$ cat config.mk
export PLATFORM = sky130hd
export DESIGN_NAME = rgb_pixel_sender
export DESIGN_NICKNAME = d
export VERILOG_FILES = /design/src/rtl/rgb_pixel_sender_pkg.sv /design/src/rtl/rgb_pixel_sender_addr_counter.sv /design/src/rtl/rgb_pixel_sender.sv
export SDC_FILE = /design/constraint.sdc
export NUM_CORES = 1
export LEC_CHECK = 0
export CAP_MARGIN = 20
export CORE_MARGIN = 3
export CORE_UTILIZATION = 40
export CTS_BUF_LIST = sky130_fd_sc_hd__clkbuf_16
export CTS_CLUSTER_DIAMETER = 100
export DETAILED_ROUTE_END_ITERATION = 8
export PLACE_DENSITY = 0.75
export SLEW_MARGIN = 30
export SYNTH_ARGS = -nofsm -noshare
export SYNTH_HDL_FRONTEND = slang
export SYNTH_SLANG_ARGS = --single-unit
$ cat constraint.sdc
create_clock -name clk -period 1.55 [get_ports clk]
set_input_delay 0.3875 -clock clk [delete_from_list [all_inputs] [get_ports clk]]
set_output_delay 0.3875 -clock clk [all_outputs]
set_load 0.02 [all_outputs]
$ cat src/rtl/rgb_pixel_sender_pkg.sv
// Shared definitions for the RGB pixel sender: default sizes, channel tags and FSM states.
package rgb_pixel_sender_pkg;

  localparam int NPIX_DEF = 16384;
  localparam int AW_DEF   = 14;
  localparam int DW_DEF   = 8;

  typedef enum logic [1:0] {
    CH_R = 2'd0,
    CH_G = 2'd1,
    CH_B = 2'd2
  } ch_t;

  typedef enum logic [2:0] {
    ST_IDLE     = 3'd0,
    ST_PASS_R   = 3'd1,
    ST_PASS_G   = 3'd2,
    ST_PASS_B   = 3'd3,
    ST_FLUSH    = 3'd4,
    ST_WAIT_DIV = 3'd5
  } state_t;

  // Channel tag attached to a read issued while in the given pass.
  function automatic ch_t pass_channel(input state_t st);
    case (st)
      ST_PASS_R: pass_channel = CH_R;
      ST_PASS_G: pass_channel = CH_G;
      ST_PASS_B: pass_channel = CH_B;
      default:   pass_channel = CH_R;
    endcase
  endfunction

endpackage

$ cat src/rtl/rgb_pixel_sender_addr_counter.sv
// Pixel RAM address counter: clears, advances on en, wraps explicitly at NPIX-1.
module pixel_addr_counter #(
  parameter int NPIX = 16384,
  parameter int AW   = 14
) (
  input  logic          clk,
  input  logic          reset,
  input  logic          en_i,
  input  logic          clr_i,
  output logic [AW-1:0] cnt_o,
  output logic          tc_o
);

  localparam logic [AW-1:0] LAST = AW'(NPIX - 1);

  logic [AW-1:0] cnt_q;
  logic [AW-1:0] cnt_d;

  assign tc_o  = (cnt_q == LAST);
  assign cnt_o = cnt_q;

  // Next count: clear wins, wrap at the terminal value rather than on overflow.
  always_comb begin
    cnt_d = cnt_q;
    if (clr_i) begin
      cnt_d = '0;
    end else if (en_i) begin
      cnt_d = tc_o ? '0 : (cnt_q + AW'(1));
    end else begin
      cnt_d = cnt_q;
    end
  end

  // Count register.
  always_ff @(posedge clk) begin
    if (reset) begin
      cnt_q <= '0;
    end else begin
      cnt_q <= cnt_d;
    end
  end

endmodule

$ cat src/rtl/rgb_pixel_sender.sv
// Streams a picture from pixel RAM to the R/G/B accumulators as three channel passes,
// then pulses one_picture and waits for the divider's renew_index.
module rgb_pixel_sender
  import rgb_pixel_sender_pkg::*;
#(
  parameter int NPIX = NPIX_DEF,
  parameter int AW   = AW_DEF,
  parameter int DW   = DW_DEF
) (
  input  logic          clk,
  input  logic          reset,
  input  logic          start,
  input  logic          pause,
  output logic          mem_rd_en,
  output logic [AW-1:0] mem_addr,
  input  logic [3*DW-1:0] mem_rdata,
  output logic [DW-1:0] pix_data,
  output logic          Radd_en,
  output logic          Gadd_en,
  output logic          Badd_en,
  output logic          one_picture,
  input  logic          renew_index,
  output logic          busy
);

  state_t        state_q;
  state_t        state_d;
  logic          issue_s;
  logic          clr_s;
  logic          tc_s;
  logic [AW-1:0] cnt_s;

  logic          vld_q;
  ch_t           tag_q;
  logic [DW-1:0] pix_hold_q;
  logic [DW-1:0] sel_byte_s;

  pixel_addr_counter #(
    .NPIX (NPIX),
    .AW   (AW)
  ) u_cnt (
    .clk   (clk),
    .reset (reset),
    .en_i  (issue_s),
    .clr_i (clr_s),
    .cnt_o (cnt_s),
    .tc_o  (tc_s)
  );

  // Next-state and read-issue decode.
  always_comb begin
    state_d = state_q;
    issue_s = 1'b0;
    clr_s   = 1'b0;
    case (state_q)
      ST_IDLE: begin
        if (start) begin
          state_d = ST_PASS_R;
          clr_s   = 1'b1;
        end else begin
          state_d = ST_IDLE;
        end
      end
      ST_PASS_R: begin
        issue_s = !pause;
        state_d = (issue_s && tc_s) ? ST_PASS_G : ST_PASS_R;
      end
      ST_PASS_G: begin
        issue_s = !pause;
        state_d = (issue_s && tc_s) ? ST_PASS_B : ST_PASS_G;
      end
      ST_PASS_B: begin
        issue_s = !pause;
        state_d = (issue_s && tc_s) ? ST_FLUSH : ST_PASS_B;
      end
      ST_FLUSH: begin
        state_d = ST_WAIT_DIV;
      end
      ST_WAIT_DIV: begin
        state_d = renew_index ? ST_IDLE : ST_WAIT_DIV;
      end
      default: begin
        state_d = ST_IDLE;
      end
    endcase
  end

  // FSM state register.
  always_ff @(posedge clk) begin
    if (reset) begin
      state_q <= ST_IDLE;
    end else begin
      state_q <= state_d;
    end
  end

  // Read-return pipeline: the tag travels with the read so pass boundaries never mislabel.
  always_ff @(posedge clk) begin
    if (reset) begin
      vld_q      <= 1'b0;
      tag_q      <= CH_R;
      pix_hold_q <= '0;
    end else begin
      vld_q <= issue_s;
      if (issue_s) begin
        tag_q <= pass_channel(state_q);
      end
      if (vld_q) begin
        pix_hold_q <= sel_byte_s;
      end
    end
  end

  // Channel byte select from the returning RAM word.
  always_comb begin
    sel_byte_s = pix_hold_q;
    case (tag_q)
      CH_R:    sel_byte_s = mem_rdata[3*DW-1:2*DW];
      CH_G:    sel_byte_s = mem_rdata[2*DW-1:DW];
      CH_B:    sel_byte_s = mem_rdata[DW-1:0];
      default: sel_byte_s = pix_hold_q;
    endcase
  end

  assign mem_rd_en   = issue_s;
  assign mem_addr    = cnt_s;
  assign pix_data    = vld_q ? sel_byte_s : pix_hold_q;
  assign Radd_en     = vld_q && (tag_q == CH_R);
  assign Gadd_en     = vld_q && (tag_q == CH_G);
  assign Badd_en     = vld_q && (tag_q == CH_B);
  assign one_picture = vld_q && (state_q == ST_FLUSH);
  assign busy        = (state_q != ST_IDLE);

endmodule

### Word-level counts from Yosys, hierarchy flattened

Index checks and enable logic that the tools add are counted.

| cells by class | value |
|---|---|
| add/subtract/negate cells | 1 |
| equal/unequal tests | 8 |
| muxes and demuxes | 13 |
| reduce and logical (&&, ||, !) cells | 11 |

Operators with widths:

| kind | count |
|---|---|
| one-hot mux 8 bit (3 select lines) | 1 |
| one-hot mux 3 bit (6 select lines) | 1 |
| adder 14 x 1 -> 14 bit, second input constant | 1 |
| == test 14 bit, second input constant | 1 |
| 2-to-1 mux 14 bit | 1 |
| 2-to-1 mux 8 bit | 1 |
| == test 3 x 2 -> 1 bit, second input constant | 2 |
| == test 3 bit, second input constant | 2 |
| 2-to-1 mux 3 bit | 2 |
| logical AND 1 bit | 5 |
| 2-to-1 mux 1 bit | 5 |
| one-hot mux 2 bit (2 select lines) | 1 |
| == test 3 x 1 -> 1 bit, second input constant | 1 |
| zero test 3 bit | 1 |
| nonzero test 3 bit | 1 |
| OR reduction 3 bit | 1 |
| == test 2 x 1 -> 1 bit, second input constant | 1 |
| == test 2 bit, second input constant | 1 |
| zero test 2 bit | 1 |
| 2-to-1 mux 2 bit | 1 |
| OR reduction 2 bit | 1 |
| zero test 1 bit | 1 |

| word-level totals | value |
|---|---|
| bits in registers | 28 |
| input port bits | 29 |

### Depth between registers and ports, before layout

Gate-level depths: netlist of the first run.

| depth | value |
|---|---|
| depth after elaboration | 4 |
| depth in mapped cells | 7 |

### Modules after synthesis

Synthesis of the first run repeated with hierarchy kept, for this count alone.

| unflattened totals | value |
|---|---|
| cells, all modules | 194 |
| area total of the unflattened synthesis | 1657.8 um2 |

By module, submodules not included:

| module | times used | cells an instance | area an instance (um2) | sequential area each (um2) |
|---|---|---|---|---|
| rgb_pixel_sender | 1 | 117 | 985.9 | 280.3 |
| pixel_addr_counter | 1 | 77 | 671.9 | 280.3 |

### Worst setup path after synthesis of the first run

No wires, ideal clock.

| timing | value |
|---|---|
| path kind | flip-flop to output port |
| start point | reg vld_q |
| end point | out pix_data[0] |
| arrival | 1266 ps |
| setup slack | -104 ps |
| cell stages (with the launch flop) | 6 |
| path buffers | 2 |
| cell sequence | dfxtp_1 > clkbuf_1 > nand2b_1 > clkbuf_1 > o22ai_1 > a21oi_1 |

| on the way | value |
|---|---|
| cells in the longest elaborated chain, start to end | 1 |

Ends and longest elaborated chain:

| element | line | RTL |
|---|---|---|
| start: declaration | rgb_pixel_sender.sv:33 | `logic vld_q;` |
| start signal: assignment | rgb_pixel_sender.sv:104 | `vld_q <= issue_s;` |
| 2-to-1 mux 8 bit | - |  |
| end: declaration | rgb_pixel_sender.sv:17 | `output logic [DW-1:0] pix_data,` |

Every way passes these cells.

### Worst setup path in the final report of the first run

| timing | value |
|---|---|
| start point | reg tag_q[1] |
| end point | out pix_data[2] |

| on the way | value |
|---|---|
| cells in the longest elaborated chain, start to end | 3 |
| elaborated cells on any way between the ends | 5 |
| those cells by class | eq/ne (2); mux (2); reduce/logical (1) |

Ends and longest elaborated chain:

| element | line | RTL |
|---|---|---|
| start: declaration | rgb_pixel_sender.sv:34 | `ch_t tag_q;` |
| start signal: assignment | rgb_pixel_sender.sv:106 | `tag_q <= pass_channel(state_q);` |
| == test 2 bit (tied with other cells) | rgb_pixel_sender.sv:117 | `case (tag_q)` |
| one-hot mux 8 bit (3 select lines) (*) | rgb_pixel_sender.sv:117 |  |
| 2-to-1 mux 8 bit (*) | - |  |

Every way passes the cells marked *; elsewhere a longest branch is shown, timed or not.

==> impl_metrics.env, run 1 <==
export IMPL_final_instance_count_excl_fill=329
export IMPL_clock_latency_ns=0.26
export IMPL_final_estimated_routing_congestion_in_global_placement=0.8534
export IMPL_final_layout_size_suffix_gt1_share_pct=48.75
export IMPL_synth_edff_count=0
export IMPL_drc=0
export IMPL_groute_usage_overall_pct=21.99
export IMPL_core_area_mm2=0.003771
export IMPL_cts_sinks=28
export IMPL_worst_slew_pin_tran_ns=0.3318
export IMPL_numCtsBuffers=3
export IMPL_drt_first_iter_violations=64
export IMPL_rsz0062_at_grt="true"
export IMPL_detailed_route_via_count=1787
export IMPL_cts_tree="yes"
export IMPL_max_slew_margin_pct=77.68
export IMPL_async_flop_share_pct=0
export IMPL_static_leak_nw=1.184
export IMPL_final_antenna_net_count=0
export IMPL_tns_ns=-2.794
export IMPL_routed_wl_um=5451
export IMPL_synth_largest_type_area_fraction_pct=34.73
export IMPL_post_drt_wl_per_cell_um=16.57
export IMPL_fin_worst_skew_ns=0.001826
export IMPL_cts_max_path_buffers=2
export IMPL_timing_final_crit_period_ns=1.877
export IMPL_post_synth_instance_area_mm2=0.001614
export IMPL_antenna_found_initial=0
export IMPL_final_setup_worst_slack_ns=-0.3266
export IMPL_die_area_mm2=0.004833
export IMPL_worst_setup_hold_path_clk_slew_ns=0.07
export IMPL_fmax_ghz=0.5329
export IMPL_min_period_over_period_pct=121.1
export IMPL_critPathRequiredTime_ns=1.16
export IMPL_drv_max_cap_violation_count=0
export IMPL_floorplan_die_width_um=69.52
export IMPL_grt_overflow=0
export IMPL_synth_ff_latch_count=28
export IMPL_area_delta_synth_final_pct=76.43
export IMPL_hold_buffers=0
export IMPL_top_post_synthesis_cells_by_area="dfxtp_1 (35%), mux2_2 (6.3%), a21oi_1 (5.0%)"
export IMPL_setup_violations_final=11
export IMPL_final_max_slew_violation_count=0
export IMPL_dp_cells=312
export IMPL_post_synth_inst_count=188
export IMPL_cp_max_fo=10
export IMPL_synth_fp_nets=218
export IMPL_first_pass_iters=4
export IMPL_grt_pass1_vias=1831
export IMPL_synth_largest_area_cell="dfxtp_1"
export IMPL_numPortBuffers=56
export IMPL_synth_flop_cell="dfxtp_1"
export IMPL_layout_cell_area_non_filler_mm2=0.002848
export IMPL_global_route_wire_length_before_repair_um=8735
export IMPL_yosysWarningCount=0
export IMPL_report_final_hold_viol_count=0
export IMPL_final_net_count=312
export IMPL_critical_path_startpoint_type="register"
export IMPL_post_synth_num_cell_types=51
export IMPL_post_drt_via_cell_ratio=5.432
export IMPL_cts_htree_levels=1
export IMPL_final_hold_worst_slack_ns=0.5232
export IMPL_fp_dieH_um=69.52
export IMPL_dp_slack_ns=-0.8498
export IMPL_clock_root_buffer="clkbuf_16"
export IMPL_crit_type="reg -> out"
export IMPL_syn_avg_cell_area_um2=8.585
export IMPL_min_path_type="reg -> reg"
export IMPL_grt_max_degree=16
export IMPL_synth_seq_area_share_pct=34.73
export IMPL_outcome="finished, violations left"
export IMPL_post_dp_hpwl_um=3559
export IMPL_dpl_instance_area_mm2=0.002467
export IMPL_std_cell_rows=22
export IMPL_n_antenna_cell=0
export IMPL_cp_data_arrival_time_ns=1.49
export IMPL_timing_critical_path_to_type="output pin"
export IMPL_violated_checks="negative setup slack"
export IMPL_initial_core_utilization_pct=42.80
export IMPL_worst_ir_drop_vdd_mv=0.3749
export IMPL_power_dens_cells_mw_per_mm2=590.4
export IMPL_num_io_pins=57
layer usage:
layer  GRT usage, %  routed length (µm)  vias up
met5              0                   0        -
met4          8.243                  64        0
met3          3.913                 259        6
met2          37.71                2736       59
met1          27.26                2390      843
li1               -                   -      879
Yosys cell counts (5+ instances only):
library cell   n
clkbuf_1       5
mux2_2         9
nor2_1        13
a21oi_1       16
o21ai_0       11
nor2b_1        9
or3b_2         8
nand3_1        8
nand4_1        5
o22ai_1        8
dfxtp_1       28
nand2_1        6
inv_1          6
registers in the layout, summed over array words and instances (netlist names):
register     cells
u_cnt.cnt_o     14
vld_q            1
pix_hold_q       8
state_q          3
tag_q            2
critical path: stages, from the launching register on:
cell	delay (ns)
dfxtp_4	0.37
buf_12	0.14
or3b_4	0.38
o21ai_2	0.08
a21oi_2	0.09
buf_4	0.16
through the flow:
| stage | util, % | power (W) |
|---|---|---|
| 2_1_floorplan | - | 0.0008973 |
| 3_3_place_gp | 65.43 | 0.001057 |
| 3_5_place_dp | 65.43 | 0.001064 |
| 4_1_cts | 73.39 | 0.001668 |
| 5_1_grt | 75.51 | 0.001740 |
| 6_report | 75.51 | 0.001681 |
path summary, 6_finish.rpt:
path	startpoint	to	slack, ns	cells after the start
worst max register to register	u_cnt.cnt_o[0]	state_q[1]	0.03	5
worst min register to register	tag_q[1]	tag_q[1]	0.52	2
worst min-delay path	tag_q[1]	tag_q[1]	0.52	2
worst max-delay path	tag_q[1]	pix_data[2]	-0.33	5
kinds of logic after synthesis:
family / count (synthesis) / synth area share (%)
flops: 28 / 34.73
xor+xnor: 7 / 3.799
buf+inv: 17 / 5.271
compound gates: 45 / 16.59
simple gates: 81 / 32.56
fa+ha+maj: 1 / 0.7751
mux: 9 / 6.279
area by class of cell:
cell class,instances,area (µm²)
Inverter,6,26.28
Fill cell,270,923.4
Multi-Input combinational cell,143,1166
Clock inverter,1,3.754
Sequential cell,28,583.1
Timing Repair Buffer,99,925.9
Tap cell,48,60.06
Clock buffer,3,75.07
Timing Repair inverter,1,7.507
cell usage in the layout, fill, tap and decap left out, types with 7 or more instances in the layout:
cell / Yosys / final
nand3_1: 8 / 8
or3b_4: 0 / 8
a21oi_1: 16 / 7
nor2_1: 13 / 12
buf_4: 3 / 42
clkdlybuf4s50_1: 0 / 24
o22ai_2: 0 / 8
buf_6: 1 / 7
dfxtp_1: 28 / 18
o21ai_2: 0 / 8
mux2_2: 9 / 7
dlygate4sd2_1: 0 / 17
a21oi_2: 1 / 10
nor2b_1: 9 / 9
where the power goes:
group	total [W]	switching, W	internal (W)
clock	0.000585	0.000239	0.000346
sequential	0.000746	0.0000172	0.000729
combinational	0.000350	0.000147	0.000203
what timing repair did:
item	in CTS	in global routing
pin swaps	5	7
endpoints found under the setup margin	41	25
setup buffers	8	2
resized for setup	130	23
cloned	3	0
Power figures use the tool's default switching activity.
==> run 2: changes to the inputs <==
--- a/config.mk
+++ b/config.mk
@@ -5,7 +5,7 @@
 export SDC_FILE = /design/constraint.sdc
 export NUM_CORES = 1
 export LEC_CHECK = 0
-export CAP_MARGIN = 20
+export CAP_MARGIN = 10
 export CORE_MARGIN = 3
 export CORE_UTILIZATION = 40
 export CTS_BUF_LIST = sky130_fd_sc_hd__clkbuf_16
==> constraint.sdc (replaced) <==
create_clock -name clk -period 1.55 [get_ports clk]
set_input_delay 0.3875 -clock clk [delete_from_list [all_inputs] [get_ports clk]]
set_output_delay 0.3875 -clock clk [all_outputs]
set_load 0.005 [all_outputs]
==> impl_metrics.env, run 2 (synthesis gave the netlist of run 1 again) <==
export IMPL_fmax_ghz=0.4822
export IMPL_critical_path_startpoint_type="register"
export IMPL_rr_endpoint="pix_hold_q[7]"
export IMPL_timing_final_crit_period_ns=2.074
export IMPL_area_delta_synth_final_pct=96.82
export IMPL_dp_cells=314
export IMPL_static_leak_nw=1.349
export IMPL_final_layout_size_suffix_gt1_share_pct=55.74
export IMPL_max_slew_margin_pct=79.33
export IMPL_min_path_type="reg -> reg"
export IMPL_min_period_over_period_pct=133.8
export IMPL_worst_setup_hold_path_clk_slew_ns=0.07
export IMPL_power_dens_cells_mw_per_mm2=540.7
export IMPL_first_pass_iters=5
export IMPL_numCtsBuffers=3
export IMPL_final_estimated_routing_congestion_in_global_placement=0.8353
export IMPL_final_net_count=337
export IMPL_n_antenna_cell=0
export IMPL_rr_worst_depth=12
export IMPL_nFillCells=190
export IMPL_final_cell_mix="buf_4 (42), clkdlybuf4s50_1 (32), buf_6 (22)"
export IMPL_cts_sinks=28
export IMPL_core_area_mm2=0.003771
export IMPL_cts_htree_levels=1
export IMPL_final_setup_worst_slack_ns=-0.5236
export IMPL_cts_max_path_buffers=2
export IMPL_grt_overflow=0
export IMPL_crit_type="reg -> out"
export IMPL_final_instance_count_excl_fill=353
export IMPL_post_drt_wl_per_cell_um=21.87
export IMPL_drv_max_cap_violation_count=0
export IMPL_report_power_total_w=0.001718
export IMPL_crit_end="pix_data[1]"
export IMPL_worst_ir_drop_vdd_mv=0.8561
export IMPL_final_antenna_net_count=0
export IMPL_detailed_route_via_count=2119
export IMPL_clock_root_buffer="clkbuf_16"
export IMPL_post_dp_hpwl_um=3510
export IMPL_routed_wl_um=7721
export IMPL_global_route_wire_length_before_repair_um=9418
export IMPL_antenna_found_initial=0
export IMPL_die_area_mm2=0.004833
export IMPL_setup_violations_final=14
export IMPL_grt_max_degree=19
export IMPL_setup_worst_path_start="tag_q[1]"
export IMPL_groute_usage_overall_pct=23.98
export IMPL_worst_slew_pin_tran_ns=0.3072
export IMPL_layout_commonest_cell="buf_4"
export IMPL_clock_latency_ns=0.27
export IMPL_timing_reg2reg_setup_slack_ns=-0.43
export IMPL_critPathRequiredTime_ns=1.16
export IMPL_final_max_slew_violation_count=0
export IMPL_cp_data_arrival_time_ns=1.69
export IMPL_worst_hold_path_num_cells=2
export IMPL_num_io_pins=57
export IMPL_report_final_hold_viol_count=0
export IMPL_fin_worst_skew_ns=0.002441
export IMPL_dp_slack_ns=-0.6935
export IMPL_numPortBuffers=56
export IMPL_floorplan_die_width_um=69.52
export IMPL_core_utilization_of_the_finished_layout_pct=84.24
export IMPL_drt_first_iter_violations=153
export IMPL_largest_register_ff_count=14
export IMPL_cp_max_fo=4
export IMPL_timing_critical_path_to_type="output pin"
export IMPL_drc=0
export IMPL_violated_checks="negative setup slack"
export IMPL_reg2reg_from="tag_q[1]"
export IMPL_initial_core_utilization_pct=42.80
export IMPL_outcome="finished, violations left"
export IMPL_rsz0062_at_grt="true"
export IMPL_std_cell_rows=22
export IMPL_post_drt_via_cell_ratio=6.003
export IMPL_fp_dieH_um=69.52
export IMPL_cts_tree="yes"
export IMPL_grt_pass1_vias=1909
==> run 2: changes by cell type in the layout (fill, tap and decap cells not counted), sizes merged <==
cell,previous run,this run
clkinv,1,0
dlygate4sd2,17,9
clkdlybuf4s50,24,32
buf,56,80
a41o,1,2
dlymetal6s2s,1,2
clkinvlp,2,1
==> run 2: what timing repair did <==
| item | 4_1_cts | 5_1_grt |
|---|---|---|
| gates cloned | 3 | 2 |
| setup endpoints to repair | 40 | 33 |
| hold buffers | 0 | 0 |
| resized for setup | 130 | 46 |
| pin swaps | 21 | 15 |
| buffers inserted | 22 | 12 |
==> run 2: metrics by stage <==
stage          hold WS (ns)  setup TNS (ns)  cell area (µm²)
2_1_floorplan        0.4591               0             1614
3_3_place_gp         0.4770          -12.96             2445
3_5_place_dp         0.5031          -13.14             2445
4_1_cts              0.5007          -4.090             2870
5_1_grt              0.5233          -5.890             3177
6_report             0.5031          -5.303             3177
==> run 2: critical path, stage by stage, from the launching register on <==
cell and delay, ns:
dfxtp_4 0.37, buf_6 0.14, buf_16 0.12, mux2_2 0.34, o22ai_1 0.19, a21oi_1 0.10, buf_2 0.16
==> run 2: final cells by class <==
type	instances	area [µm²]	share of cell area, %
Timing Repair Buffer	124	1205	37.93
Tap cell	48	60.06	1.891
Sequential cell	28	601.8	18.94
Multi-Input combinational cell	144	1209	38.05
Inverter	6	26.28	0.8271
Clock buffer	3	75.07	2.363
==> run 2: per-layer routing <==
metal  routed length (µm)  global-route usage, %  vias up
li1                     -                      -      933
met3                  605                  4.058       35
met4                  337                  8.243        0
met1                 2829                  27.31     1018
met5                    0                      0        -
met2                 3948                  44.49      133
==> run 2: how the worst min path moves through the flow <==
stage	start	slack, ns	to
2_1_floorplan	reset	0.46	pix_hold_q[0]
6_report	u_cnt.cnt_o[11]	0.50	u_cnt.cnt_o[11]
4_1_cts	u_cnt.cnt_o[12]	0.50	u_cnt.cnt_o[12]
3_5_place_dp	tag_q[1]	0.50	tag_q[1]
5_1_grt	u_cnt.cnt_o[11]	0.52	u_cnt.cnt_o[11]
3_3_place_gp	tag_q[1]	0.48	tag_q[1]
==> run 2: power breakdown <==
| part | internal, W | switching (W) |
|---|---|---|
| logic | 0.000230 | 0.000157 |
| registers | 0.000722 | 0.0000185 |
| clock network | 0.000343 | 0.000247 |
==> run 3: changes to the inputs <==
--- a/config.mk
+++ b/config.mk
@@ -5,7 +5,7 @@
 export SDC_FILE = /design/constraint.sdc
 export NUM_CORES = 1
 export LEC_CHECK = 0
-export CAP_MARGIN = 10
+export CAP_MARGIN = 20
 export CORE_MARGIN = 3
 export CORE_UTILIZATION = 40
 export CTS_BUF_LIST = sky130_fd_sc_hd__clkbuf_16
==> results of run 3 <==
Final layout, timing and power as in run 2 (identical DEF).
